File: src/rtl/scrambler_lfsr_param.sv
// Parametrised XNOR-LFSR challenge scrambler with valid/ready handshakes on both sides.
// Optional all-ones lockup detection is enabled by defining SCRAMBLER_LOCKUP_DET_EN.
module scrambler_lfsr_param #(
  parameter int unsigned      WIDTH  = 8,
  parameter logic [WIDTH-1:0] TAPS   = WIDTH'(8'hB8),
  parameter int unsigned      ROUNDS = 8
) (
  input  logic             clk,
  input  logic             rst,
  input  logic             in_valid,
  output logic             in_ready,
  input  logic [WIDTH-1:0] in_data,
  input  logic             in_mode,
  output logic             out_valid,
  input  logic             out_ready,
  output logic [WIDTH-1:0] out_data,
  output logic             busy,
  output logic             lockup_flag
);

  localparam int unsigned CNT_W = $clog2(ROUNDS + 1);

  typedef enum logic [1:0] {
    ST_IDLE     = 2'd0,
    ST_SCRAMBLE = 2'd1,
    ST_DONE     = 2'd2
  } fsm_e;

  fsm_e             fsm_q, fsm_d;
  logic [WIDTH-1:0] state_q, state_d;
  logic [WIDTH-1:0] chal_q, chal_d;
  logic             fb_q, fb_d;
  logic             mode_q, mode_d;
  logic [CNT_W-1:0] cnt_q, cnt_d;
  logic             last_round;

  assign last_round = (cnt_q == CNT_W'(ROUNDS - 1));

  // FSM state register
  always_ff @(posedge clk) begin
    if (rst) begin
      fsm_q <= ST_IDLE;
    end else begin
      fsm_q <= fsm_d;
    end
  end

  // FSM next-state logic
  always_comb begin
    fsm_d = fsm_q;
    case (fsm_q)
      ST_IDLE:     if (in_valid)   fsm_d = ST_SCRAMBLE;
      ST_SCRAMBLE: if (last_round) fsm_d = ST_DONE;
      ST_DONE:     if (out_ready)  fsm_d = ST_IDLE;
      default:                     fsm_d = ST_IDLE;
    endcase
  end

  // Handshake and status outputs decode straight from the FSM state
  always_comb begin
    in_ready  = 1'b0;
    out_valid = 1'b0;
    busy      = 1'b0;
    case (fsm_q)
      ST_IDLE:     in_ready  = 1'b1;
      ST_SCRAMBLE: busy      = 1'b1;
      ST_DONE:     out_valid = 1'b1;
      default:     ;
    endcase
  end

`ifdef SCRAMBLER_LOCKUP_DET_EN
  logic lockup_q, lockup_d;
`endif

  // Datapath: load on accept, one LFSR step per SCRAMBLE cycle
  always_comb begin
    state_d = state_q;
    chal_d  = chal_q;
    fb_d    = fb_q;
    mode_d  = mode_q;
    cnt_d   = cnt_q;
`ifdef SCRAMBLER_LOCKUP_DET_EN
    lockup_d = lockup_q;
`endif
    case (fsm_q)
      ST_IDLE: begin
        if (in_valid) begin
          state_d = in_data;
          chal_d  = in_data;
          mode_d  = in_mode;
          fb_d    = 1'b0;
          cnt_d   = '0;
        end
      end
      ST_SCRAMBLE: begin
        state_d = {state_q[WIDTH-2:0], fb_q} ^ (mode_q ? '0 : chal_q);
        fb_d    = ~^(state_q & TAPS);
        cnt_d   = cnt_q + CNT_W'(1);
`ifdef SCRAMBLER_LOCKUP_DET_EN
        // All-ones is the XNOR-LFSR's stuck state; force a zero in to escape it
        if (&state_q) begin
          fb_d     = 1'b0;
          lockup_d = 1'b1;
        end
`endif
      end
      default: ;
    endcase
  end

  // Datapath registers
  always_ff @(posedge clk) begin
    if (rst) begin
      state_q <= '0;
      chal_q  <= '0;
      fb_q    <= 1'b0;
      mode_q  <= 1'b0;
      cnt_q   <= '0;
    end else begin
      state_q <= state_d;
      chal_q  <= chal_d;
      fb_q    <= fb_d;
      mode_q  <= mode_d;
      cnt_q   <= cnt_d;
    end
  end

`ifdef SCRAMBLER_LOCKUP_DET_EN
  // Sticky lockup indicator, cleared only by reset
  always_ff @(posedge clk) begin
    if (rst) begin
      lockup_q <= 1'b0;
    end else begin
      lockup_q <= lockup_d;
    end
  end

  assign lockup_flag = lockup_q;
`else
  assign lockup_flag = 1'b0;
`endif

  assign out_data = state_q;

endmodule

File: config.mk
export PLATFORM = sky130hd
export DESIGN_NAME = scrambler_lfsr_param
export DESIGN_NICKNAME = d
export VERILOG_FILES = /design/src/rtl/scrambler_lfsr_param.sv
export SDC_FILE = /design/constraint.sdc
export NUM_CORES = 1
export LEC_CHECK = 0
export ABC_CLOCK_PERIOD_IN_PS = 1500
export BUFFER_PORTS_ARGS = -buffer_cell sky130_fd_sc_hd__buf_2
export CAP_MARGIN = 20
export CORE_ASPECT_RATIO = 0.7
export CORE_MARGIN = 2
export CORE_UTILIZATION = 53
export DETAILED_ROUTE_END_ITERATION = 10
export GPL_TIMING_DRIVEN = 0
export HOLD_SLACK_MARGIN = 0.02
export MAX_ROUTING_LAYER = met4
export PLACE_DENSITY_LB_ADDON = 0.3
export SLEW_MARGIN = 5
export SYNTH_ARGS = -nofsm -noshare
export SYNTH_HDL_FRONTEND = slang
export SYNTH_SLANG_ARGS = --single-unit
File: constraint.sdc
create_clock -name clk -period 1.5 [get_ports clk]
set_input_delay 0.075 -clock clk [delete_from_list [all_inputs] [get_ports clk]]
set_output_delay 0.075 -clock clk [all_outputs]
set_load 0.01 [all_outputs]
==> results.sh, run 1 <==
export IMPL_design_die_area_um2=2720
export IMPL_use_met1=0.325
export IMPL_crit_reg2reg_capture="out_data[6]"
export IMPL_critPathBufInv=4
export IMPL_transition_time_at_the_pin_with_the_least_slew_margin_ns=0.526
export IMPL_cts_tree="yes"
export IMPL_ys_warn_count=0
export IMPL_critPathLaunchType="flip-flop"
export IMPL_hold_path_depth=2
export IMPL_met2_usage=0.417
export IMPL_num_fill_cells=198
export IMPL_criticalPathCategory="flip-flop to primary output"
export IMPL_areaGrowthSynthToFinish_pct=24.6
export IMPL_grtUsageMet3=0.0643
export IMPL_synth_top_area_share=0.393
export IMPL_row_count=14
export IMPL_post_drt_via_cell_ratio=5.66
export IMPL_synth_largest_area_cell="sky130_fd_sc_hd__dfxtp_1"
export IMPL_clock_fmax_mhz=708
export IMPL_core_area_um2=2170
export IMPL_startpoint_of_the_most_critical_hold_path="rst"
export IMPL_maxCapViolCount=0
export IMPL_synth_most_common_cell="sky130_fd_sc_hd__dfxtp_1"
export IMPL_clkLatencyLatePin_ns=0.32
export IMPL_timing_critical_path_slowest_stage_cell="sky130_fd_sc_hd__dfxtp_2"
export IMPL_fin_worst_hold_slack_ns=0.0726
export IMPL_final_cell_area_um2=1530
export IMPL_globalRouteOverflowTotal=0
export IMPL_cpPeakStageDelay_ns=0.36
export IMPL_nNetsFinal=187
export IMPL_wl_um=2980
export IMPL_routedWlPerCell_um=14.6
export IMPL_final_period_utilization=0.941
export IMPL_cts_buffers=3
export IMPL_drt_pass1_iter_count=4
export IMPL_rsz0062_at_grt="false"
export IMPL_max_vdd_ir_drop_mv=0.715
export IMPL_worst_r2r_startpoint="fsm_q[1]"
export IMPL_leakage_power_nw=0.606
export IMPL_final_antenna_diode_count=0
export IMPL_detail_route_iter0_violations=41
export IMPL_cts_root_buffer_cell="sky130_fd_sc_hd__clkbuf_4"
export IMPL_dieWidth_um=61.4
export IMPL_syn_num_nets=150
export IMPL_clkSinkCount=24
export IMPL_reg2reg_depth=4
export IMPL_total_power_mw=1.42
export IMPL_min_delay_path_class="primary input to flip-flop"
export IMPL_cts_htree_levels=1
export IMPL_number_of_distinct_library_cell_variants_in_the_gate_level_netlist_after_synthesis=29
export IMPL_yosys_top_cells_area="sky130_fd_sc_hd__dfxtp_1, sky130_fd_sc_hd__xnor2_1, sky130_fd_sc_hd__a211oi_1"
export IMPL_antenna_violating_nets_post_route=0
export IMPL_grt_max_degree=14
export IMPL_worst_clock_skew_ns=0.00510
export IMPL_synth_yosys_seq_area_share=0.393
export IMPL_setup_viol=0
export IMPL_postSynth_topFlopCell="sky130_fd_sc_hd__dfxtp_1"
export IMPL_final_layout_size_suffix_gt1_frac=0.262
export IMPL_initial_utilization=0.563
export IMPL_place_detailed_hpwl_um=2040
export IMPL_syn_mean_instance_area_um2=9.00
export IMPL_postPlaceCellArea_um2=1370
export IMPL_arrival_ns=1.34
export IMPL_grt_pass1_vias=1168
export IMPL_pin_count=25
export IMPL_critical_path_endpoint_type="primary output"
export IMPL_run_status="finished, final reports clean"
export IMPL_rrSetupSlack_ns=0.12
export IMPL_multi_input_comb_area_um2=681
export IMPL_report_final_hold_viol_count=0
export IMPL_path_max_fanout=10
export IMPL_hold_path_end="fsm_q[1]"
export IMPL_antenna_violations_before_repair=0
export IMPL_final_seq_area_um2=482
export IMPL_synth_area_um2=1220
export IMPL_remaining_drc_errors=0
export IMPL_critical_path_cell_chain="nand2b_1, buf_4, inv_2, buf_6, buf_2"
export IMPL_slew_headroom=0.649
export IMPL_synth_cells=136
export IMPL_grt_pass1_wl_um=5060
export IMPL_grt_total_usage=0.257
export IMPL_routed_via_count=1154
export IMPL_worst_setup_hold_path_clk_slew_ns=0.13
export IMPL_ys_async_sr_fraction=0
export IMPL_drv_slew=0
export IMPL_finalCriticalPeriod_ns=1.41
export IMPL_post_synth_edffs=0
export IMPL_ys_ff_latch=24
export IMPL_pwr_density_cell_nw_per_um2=929
export IMPL_io_buffers=22
export IMPL_grt_busiest_layer="met2"
export IMPL_cpLargestDelayFamily="buffers and inverters"
export IMPL_ys_top_cells_by_count="sky130_fd_sc_hd__dfxtp_1, sky130_fd_sc_hd__nand2_1, sky130_fd_sc_hd__a21oi_1"
export IMPL_worstPathRequired_ns=1.42
export IMPL_clock_tree_buffer_depth=2
export IMPL_die_height_um=44.2
export IMPL_place_gp_congestion=0.803
==> sequential cells by signal, indices dropped and copies added (netlist names) <==
name      flops
out_data      8
fsm_q         2
fb_q          1
chal_q        8
cnt_q         4
mode_q        1
==> report_power, final <==
group | internal, mW | total [mW] | switching (mW) | leakage, nW
clock network | 0.148 | 0.344 | 0.196 | 0.0210
registers | 0.684 | 0.732 | 0.0478 | 0.198
logic | 0.169 | 0.340 | 0.171 | 0.387
==> final cells by class <==
class	count	area share
plain buffers	11	0.0468
well taps	32	0.0263
inverters	2	0.00492
clock buffers	4	0.0238
multi-input cells	99	0.446
flip-flops and latches	24	0.316
repair buffers	32	0.136
==> per-layer routing <==
layer  vias to the layer above  part of all wire
li1                        554                 -
met1                       540              0.40
met2                        56              0.49
met3                         4             0.094
met4                         0            0.0094
met5                         -                 0
==> what timing repair did <==
item / 4_1_cts / 5_1_grt
endpoints found under the hold margin: 9 / 0
pin swaps: 0 / 0
hold buffers: 9 / 0
gates resized for setup: 4 / 3
buffers inserted: 0 / 1
setup endpoints to repair: 10 / 3
==> how the worst max path moves through the flow <==
stage          startpoint          end  slack, ns  depth (start not counted)
6_report         fsm_q[1]         busy       0.09                          5
5_1_grt          fsm_q[1]         busy       0.01                          5
4_1_cts          fsm_q[1]         busy      0.007                          5
3_5_place_dp     fsm_q[0]    chal_q[5]      -0.03                          4
3_3_place_gp     fsm_q[0]    chal_q[3]       0.02                          4
2_1_floorplan    fsm_q[1]  out_data[2]       0.25                          4
==> kinds of logic (layout without fill, tap and decap cells) <==
family | count (synthesis) | after routing | synth area share
and+or+nand+nor | 52 | 52 | 0.253
AOI/OAI and AO/OA | 34 | 34 | 0.207
DFF | 24 | 24 | 0.393
buffers and inverters | 13 | 49 | 0.0562
xor gates and xnor gates | 11 | 11 | 0.0787
adders and majority gates | 1 | 1 | 0.0102
other | 1 | 1 | 0.00306
==> stage by stage <==
| stage | instances | util | TNS, ns | worst slack, ns |
|---|---|---|---|---|
| after global placement | 190 | 0.632 | 0 | 0.0219 |
| final | 204 | 0.702 | 0 | 0.0883 |
| after global routing | 204 | 0.702 | 0 | 0.0138 |
| after CTS | 203 | 0.696 | 0 | 0.00665 |
| after detailed placement | 190 | 0.632 | -0.137 | -0.0321 |
| after floorplan | 136 | - | 0 | 0.253 |
==> cell usage in the layout (no fill, tap or decap), types with 2 or more instances in the layout <==
cell type | netlist | final
sky130_fd_sc_hd__a211oi_2 | 6 | 6
sky130_fd_sc_hd__nand2_1 | 20 | 20
sky130_fd_sc_hd__a21oi_1 | 13 | 13
sky130_fd_sc_hd__nor2_1 | 2 | 2
sky130_fd_sc_hd__dfxtp_1 | 24 | 23
sky130_fd_sc_hd__nand2b_1 | 2 | 2
sky130_fd_sc_hd__nor4bb_1 | 8 | 8
sky130_fd_sc_hd__nand3_1 | 5 | 5
sky130_fd_sc_hd__clkbuf_4 | 0 | 3
sky130_fd_sc_hd__buf_2 | 4 | 25
sky130_fd_sc_hd__xnor2_1 | 10 | 10
sky130_fd_sc_hd__buf_6 | 1 | 2
sky130_fd_sc_hd__buf_4 | 2 | 4
sky130_fd_sc_hd__dlygate4sd3_1 | 0 | 9
sky130_fd_sc_hd__clkbuf_1 | 2 | 2
sky130_fd_sc_hd__nor2b_1 | 10 | 10
sky130_fd_sc_hd__a211oi_1 | 11 | 11
No activity file was read; power rests on OpenSTA's default activity.
==> run 2, diff against run 1 <==
--- a/config.mk
+++ b/config.mk
@@ -11,6 +11,7 @@
 export CORE_ASPECT_RATIO = 0.7
 export CORE_MARGIN = 2
 export CORE_UTILIZATION = 53
+export CTS_CLUSTER_DIAMETER = 120
 export DETAILED_ROUTE_END_ITERATION = 10
 export GPL_TIMING_DRIVEN = 0
 export HOLD_SLACK_MARGIN = 0.02
==> constraint.sdc (replaced) <==
create_clock -name clk -period 1.5 [get_ports clk]
set_input_delay 0.075 -clock clk [delete_from_list [all_inputs] [get_ports clk]]
set_output_delay 0.075 -clock clk [all_outputs]
set_load 0.1 [all_outputs]
==> run 2 against run 1 <==
Via count up 0.35%. Total power increased by 12%. Combinational power is 64% higher. First-iteration DRC count decreased by 49%. Largest power group unchanged. Final cell count grew 0.49%. Global-route usage increased by 1.3 points. Clock power down 15%. Final area is 3.4% higher. Register-to-register slack worse by 0.06 ns. Core utilization increased by 2.4 points. Highest routed layer unchanged. Critical path depth did not move. Sequential share of layout area fell by 0.71 points. Critical path type unchanged.
==> results.sh, run 2 (same netlist as run 1, synthesis figures left out) <==
export IMPL_cts_buffers=3
export IMPL_drt_pass1_iter_count=4
export IMPL_clkLatencyLatePin_ns=0.32
export IMPL_final_layout_size_suffix_gt1_frac=0.301
export IMPL_drv_slew=0
export IMPL_dp_slack_ns=-0.0512
export IMPL_critical_path_endpoint_type="primary output"
export IMPL_stdcell_count=205
export IMPL_arrival_ns=1.38
export IMPL_worstPathRequired_ns=1.42
export IMPL_grt_total_usage=0.270
export IMPL_clock_fmax_mhz=687
export IMPL_clock_tree_buffer_depth=2
export IMPL_final_period_utilization=0.970
export IMPL_report_final_hold_viol_count=0
export IMPL_slew_headroom=0.657
export IMPL_worst_clock_skew_ns=0.00361
export IMPL_mostFrequentLayoutCell="sky130_fd_sc_hd__buf_2"
export IMPL_worst_setup_hold_path_clk_slew_ns=0.13
export IMPL_globalRouteOverflowTotal=0
export IMPL_core_area_um2=2170
export IMPL_place_detailed_instances=190
export IMPL_routedWlPerCell_um=15.5
export IMPL_initial_utilization=0.563
export IMPL_mostFrequentLayoutCells="sky130_fd_sc_hd__buf_2, sky130_fd_sc_hd__nand2_1, sky130_fd_sc_hd__dfxtp_1"
export IMPL_routed_via_count=1158
export IMPL_die_height_um=44.2
export IMPL_wl_um=3170
export IMPL_criticalPathCategory="flip-flop to primary output"
export IMPL_comb_power_share=0.353
export IMPL_finalCriticalPeriod_ns=1.46
export IMPL_dieWidth_um=61.4
export IMPL_grt_pass1_wl_um=5080
export IMPL_post_drt_via_cell_ratio=5.65
export IMPL_netSwitchingFraction=0.391
export IMPL_run_status="finished, final reports clean"
export IMPL_layout_setup_ws_ns=0.0447
export IMPL_setup_viol=0
export IMPL_place_gp_congestion=0.809
export IMPL_antenna_violating_nets_post_route=0
export IMPL_transition_time_at_the_pin_with_the_least_slew_margin_ns=0.515
export IMPL_detail_route_iter0_violations=21
export IMPL_design_die_area_um2=2720
export IMPL_remaining_drc_errors=0
export IMPL_leakage_power_nw=0.620
export IMPL_max_vdd_ir_drop_mv=0.654
export IMPL_row_count=14
export IMPL_nNetsFinal=189
export IMPL_power_report_internal_total_mw=0.966
export IMPL_final_cell_area_um2=1580
export IMPL_min_delay_path_class="primary input to flip-flop"
export IMPL_post_route_core_utilization=0.726
export IMPL_reg2reg_depth=4
export IMPL_io_buffers=22
export IMPL_clkSinkCount=24
export IMPL_cts_htree_levels=1
export IMPL_critPathLaunchType="flip-flop"
export IMPL_grt_max_degree=13
export IMPL_path_max_fanout=10
export IMPL_place_detailed_hpwl_um=2070
export IMPL_num_fill_cells=179
export IMPL_finalSetupTns_ns=0
export IMPL_antenna_violations_before_repair=0
export IMPL_rsz0062_at_grt="true"
export IMPL_postPlaceCellArea_um2=1380
export IMPL_hold_path_depth=2
export IMPL_p_seq_frac=0.463
export IMPL_areaGrowthSynthToFinish_pct=28.8
export IMPL_pwr_density_cell_nw_per_um2=1010
export IMPL_pin_count=25
export IMPL_grt_pass1_vias=1128
export IMPL_p_clk_frac=0.184
export IMPL_cts_tree="yes"
export IMPL_cts_root_buffer_cell="sky130_fd_sc_hd__clkbuf_4"
export IMPL_final_antenna_diode_count=0
export IMPL_total_switching_power_mw=0.620
export IMPL_maxCapViolCount=0
-- run 2: changes by cell type in the layout (fill, tap and decap cells not counted), moves of 2 or more --
cell | before | now
sky130_fd_sc_hd__dfxtp_2 | 1 | 5
sky130_fd_sc_hd__buf_4 | 4 | 6
sky130_fd_sc_hd__buf_8 | 0 | 2
sky130_fd_sc_hd__dfxtp_1 | 23 | 19
sky130_fd_sc_hd__buf_2 | 25 | 21
-- run 2: final timing paths --
kind	start	to	slack, ns
hold / removal	rst	fsm_q[1]	0.06
setup reg to reg	fsm_q[0]	out_data[6]	0.06
setup / recovery	fsm_q[1]	busy	0.04
hold reg to reg	chal_q[3]	chal_q[3]	0.46
-- run 2: cell type report --
| type | instances | area, µm² | area share |
|---|---|---|---|
| plain buffers | 11 | 81.3 | 0.0516 |
| clock buffers | 3 | 22.5 | 0.0143 |
| inverters | 2 | 10.0 | 0.00635 |
| multi-input cells | 99 | 686 | 0.435 |
| flip-flops and latches | 24 | 487 | 0.309 |
| well taps | 32 | 40.0 | 0.0254 |
| repair buffers | 34 | 250 | 0.159 |
-- run 2: what timing repair did --
action | CTS | global route
hold endpoints to repair | 9 | 0
hold buffers | 9 | 0
resized for setup | 13 | 6
setup buffers | 0 | 3
endpoints found under the setup margin | 13 | 13
-- run 2: worst max-delay path: stages (launching register included) --
cell and delay, ns:
sky130_fd_sc_hd__dfxtp_2 0.36, sky130_fd_sc_hd__nand2b_1 0.17, sky130_fd_sc_hd__buf_6 0.15, sky130_fd_sc_hd__inv_4 0.07, sky130_fd_sc_hd__buf_8 0.13, sky130_fd_sc_hd__buf_12 0.17
-- run 2: power groups by stage --
stage / logic [mW] / registers [mW] / clock network [mW]
floorplan: 0.252 / 0.903 / 0
global placement: 0.498 / 0.744 / 0
detailed placement: 0.504 / 0.748 / 0
CTS: 0.537 / 0.734 / 0.295
finish: 0.559 / 0.734 / 0.292
global route: 0.592 / 0.742 / 0.319
-- run 2: layer usage --
metal | up-vias | GRT usage | wire [µm]
li1 | 556 | - | -
met1 | 537 | 0.316 | 1360
met2 | 51 | 0.436 | 1470
met3 | 14 | 0.0760 | 216
met4 | 0 | 0.111 | 130
met5 | - | - | 0
-- run 2: stage by stage --
step                hold WS [ns]  power, mW
floorplan                  0.211       1.16
global placement           0.319       1.24
detailed placement         0.329       1.25
CTS                       0.0616       1.57
global route              0.0687       1.65
finish                    0.0622       1.59
==> run 3, diff against run 2 <==
--- a/config.mk
+++ b/config.mk
@@ -6,7 +6,7 @@
 export NUM_CORES = 1
 export LEC_CHECK = 0
 export ABC_CLOCK_PERIOD_IN_PS = 1500
-export BUFFER_PORTS_ARGS = -buffer_cell sky130_fd_sc_hd__buf_2
+export BUFFER_PORTS_ARGS = -buffer_cell sky130_fd_sc_hd__buf_4
 export CAP_MARGIN = 20
 export CORE_ASPECT_RATIO = 0.7
 export CORE_MARGIN = 2
==> run 3 against run 2 <==
Worst setup slack better by 0.0095 ns. Wire length is 2.2% lower. Core utilization is 1.4 points higher. Sequential share of layout area down 0.58 points. Maximum frequency is 0.66% higher. Clock skew is 0.0044 ns higher. Critical path type unchanged. Critical endpoint is now out_valid. Largest power group unchanged.
==> results.sh, run 3 (same netlist as run 1, synthesis figures left out) <==
export IMPL_worst_r2r_startpoint="fsm_q[0]"
export IMPL_pwr_density_cell_nw_per_um2=1030
export IMPL_finalCriticalPeriod_ns=1.45
export IMPL_critical_path_endpoint_type="primary output"
export IMPL_run_status="finished, final reports clean"
export IMPL_worst_setup_hold_path_clk_slew_ns=0.13
export IMPL_cts_htree_levels=1
export IMPL_min_delay_path_class="primary input to flip-flop"
export IMPL_startpoint_of_the_most_critical_hold_path="in_data[5]"
export IMPL_total_power_mw=1.65
export IMPL_final_layout_size_suffix_gt1_frac=0.304
export IMPL_remaining_drc_errors=0
export IMPL_maxCapViolCount=0
export IMPL_clkSinkCount=24
export IMPL_die_height_um=44.2
export IMPL_path_max_fanout=10
export IMPL_arrival_ns=1.37
export IMPL_io_buffers=22
export IMPL_mostFrequentLayoutCells="sky130_fd_sc_hd__buf_4, sky130_fd_sc_hd__nand2_1, sky130_fd_sc_hd__dfxtp_1"
export IMPL_routedWlPerCell_um=15.3
export IMPL_core_area_um2=2170
export IMPL_grt_max_degree=14
export IMPL_row_count=14
export IMPL_final_antenna_diode_count=0
export IMPL_grt_total_usage=0.252
export IMPL_design_die_area_um2=2720
export IMPL_crit_reg2reg_capture="chal_q[5]"
export IMPL_grt_pass1_wl_um=4930
export IMPL_place_gp_congestion=0.823
export IMPL_setup_viol=0
export IMPL_slew_headroom=0.651
export IMPL_rsz0062_at_grt="false"
export IMPL_post_drt_via_cell_ratio=5.56
export IMPL_worst_clock_skew_ns=0.00800
export IMPL_report_final_hold_viol_count=0
export IMPL_clkLatencyLatePin_ns=0.32
export IMPL_nNetsFinal=186
export IMPL_grt_pass1_vias=1100
export IMPL_mostFrequentLayoutCell="sky130_fd_sc_hd__buf_4"
export IMPL_detail_route_iter0_violations=46
export IMPL_dp_slack_ns=-0.0716
export IMPL_wl_um=3100
export IMPL_clock_tree_buffer_depth=2
export IMPL_cts_tree="yes"
export IMPL_drt_pass1_iter_count=7
export IMPL_areaGrowthSynthToFinish_pct=31.3
export IMPL_cts_root_buffer_cell="sky130_fd_sc_hd__clkbuf_4"
export IMPL_cts_buffers=3
export IMPL_place_detailed_hpwl_um=2080
export IMPL_initial_utilization=0.563
export IMPL_worstPathRequired_ns=1.42
export IMPL_final_period_utilization=0.964
export IMPL_layout_setup_ws_ns=0.0542
export IMPL_reg2reg_depth=4
export IMPL_routed_via_count=1128
export IMPL_pin_count=25
export IMPL_drv_slew=0
export IMPL_rrSetupSlack_ns=0.12
export IMPL_globalRouteOverflowTotal=0
export IMPL_critPathLaunchType="flip-flop"
export IMPL_hold_path_end="chal_q[5]"
export IMPL_transition_time_at_the_pin_with_the_least_slew_margin_ns=0.523
export IMPL_criticalPathCategory="flip-flop to primary output"
export IMPL_max_vdd_ir_drop_mv=0.819
export IMPL_antenna_violations_before_repair=0
export IMPL_dieWidth_um=61.4
export IMPL_clock_fmax_mhz=692
export IMPL_num_fill_cells=172
export IMPL_hold_path_depth=3
export IMPL_leakage_power_nw=0.623
export IMPL_place_detailed_instances=190
export IMPL_antenna_violating_nets_post_route=0
export IMPL_stdcell_count=203
-- run 3: stage by stage --
stage	cell area, µm²	setup TNS (ns)	utilization	hold slack [ns]
CTS	1570	-0.00283	0.722	0.0207
global route	1610	0	0.740	0.0268
finish	1610	0	0.740	0.0241
global placement	1440	0	0.662	0.324
detailed placement	1440	-0.257	0.662	0.340
floorplan	1230	-0.254	-	0.211
-- run 3: timing repair --
item                                   in CTS  in global routing
setup endpoints to repair                  12                 13
hold buffers                                7                  0
setup buffers                               0                  2
endpoints found under the hold margin       7                  0
resized for setup                           8                  8
gates cloned                                0                  0
pin swaps                                   0                  0
-- run 3: cell type report --
type / instances / area, µm² / share of cell area
multi-input cells: 99 / 686 / 0.427
flip-flops and latches: 24 / 487 / 0.303
repair buffers: 31 / 267 / 0.166
plain buffers: 11 / 81.3 / 0.0506
well taps: 32 / 40.0 / 0.0249
clock buffers: 4 / 36.3 / 0.0226
inverters: 2 / 10.0 / 0.00623
-- run 3: power breakdown --
part           switching (mW)  leakage, nW  internal [mW]
sequential             0.0486        0.199          0.687
combinational           0.377        0.403          0.202
clock                   0.191       0.0210          0.148
-- run 3: worst max-delay path by stage --
stage	cells after the start	end	start	slack, ns
after floorplan	4	fsm_q[1]	fsm_q[1]	-0.25
after global placement	4	chal_q[0]	fsm_q[0]	0.02
after detailed placement	4	chal_q[5]	fsm_q[0]	-0.07
after CTS	4	chal_q[5]	fsm_q[1]	-0.003
after global routing	3	out_valid	fsm_q[1]	0.006
final	3	out_valid	fsm_q[1]	0.05
-- run 3: per-layer routing --
| layer | GRT usage | share of wire |
|---|---|---|
| met5 | - | 0 |
| met4 | 0.0383 | 0.0042 |
| met3 | 0.0439 | 0.052 |
| met2 | 0.451 | 0.50 |
| met1 | 0.301 | 0.44 |
-- run 3: worst max-delay path, cell delays in order (launching register included) --
cell	delay [ns]
sky130_fd_sc_hd__dfxtp_2	0.37
sky130_fd_sc_hd__clkbuf_4	0.22
sky130_fd_sc_hd__nor2b_2	0.21
sky130_fd_sc_hd__buf_6	0.24
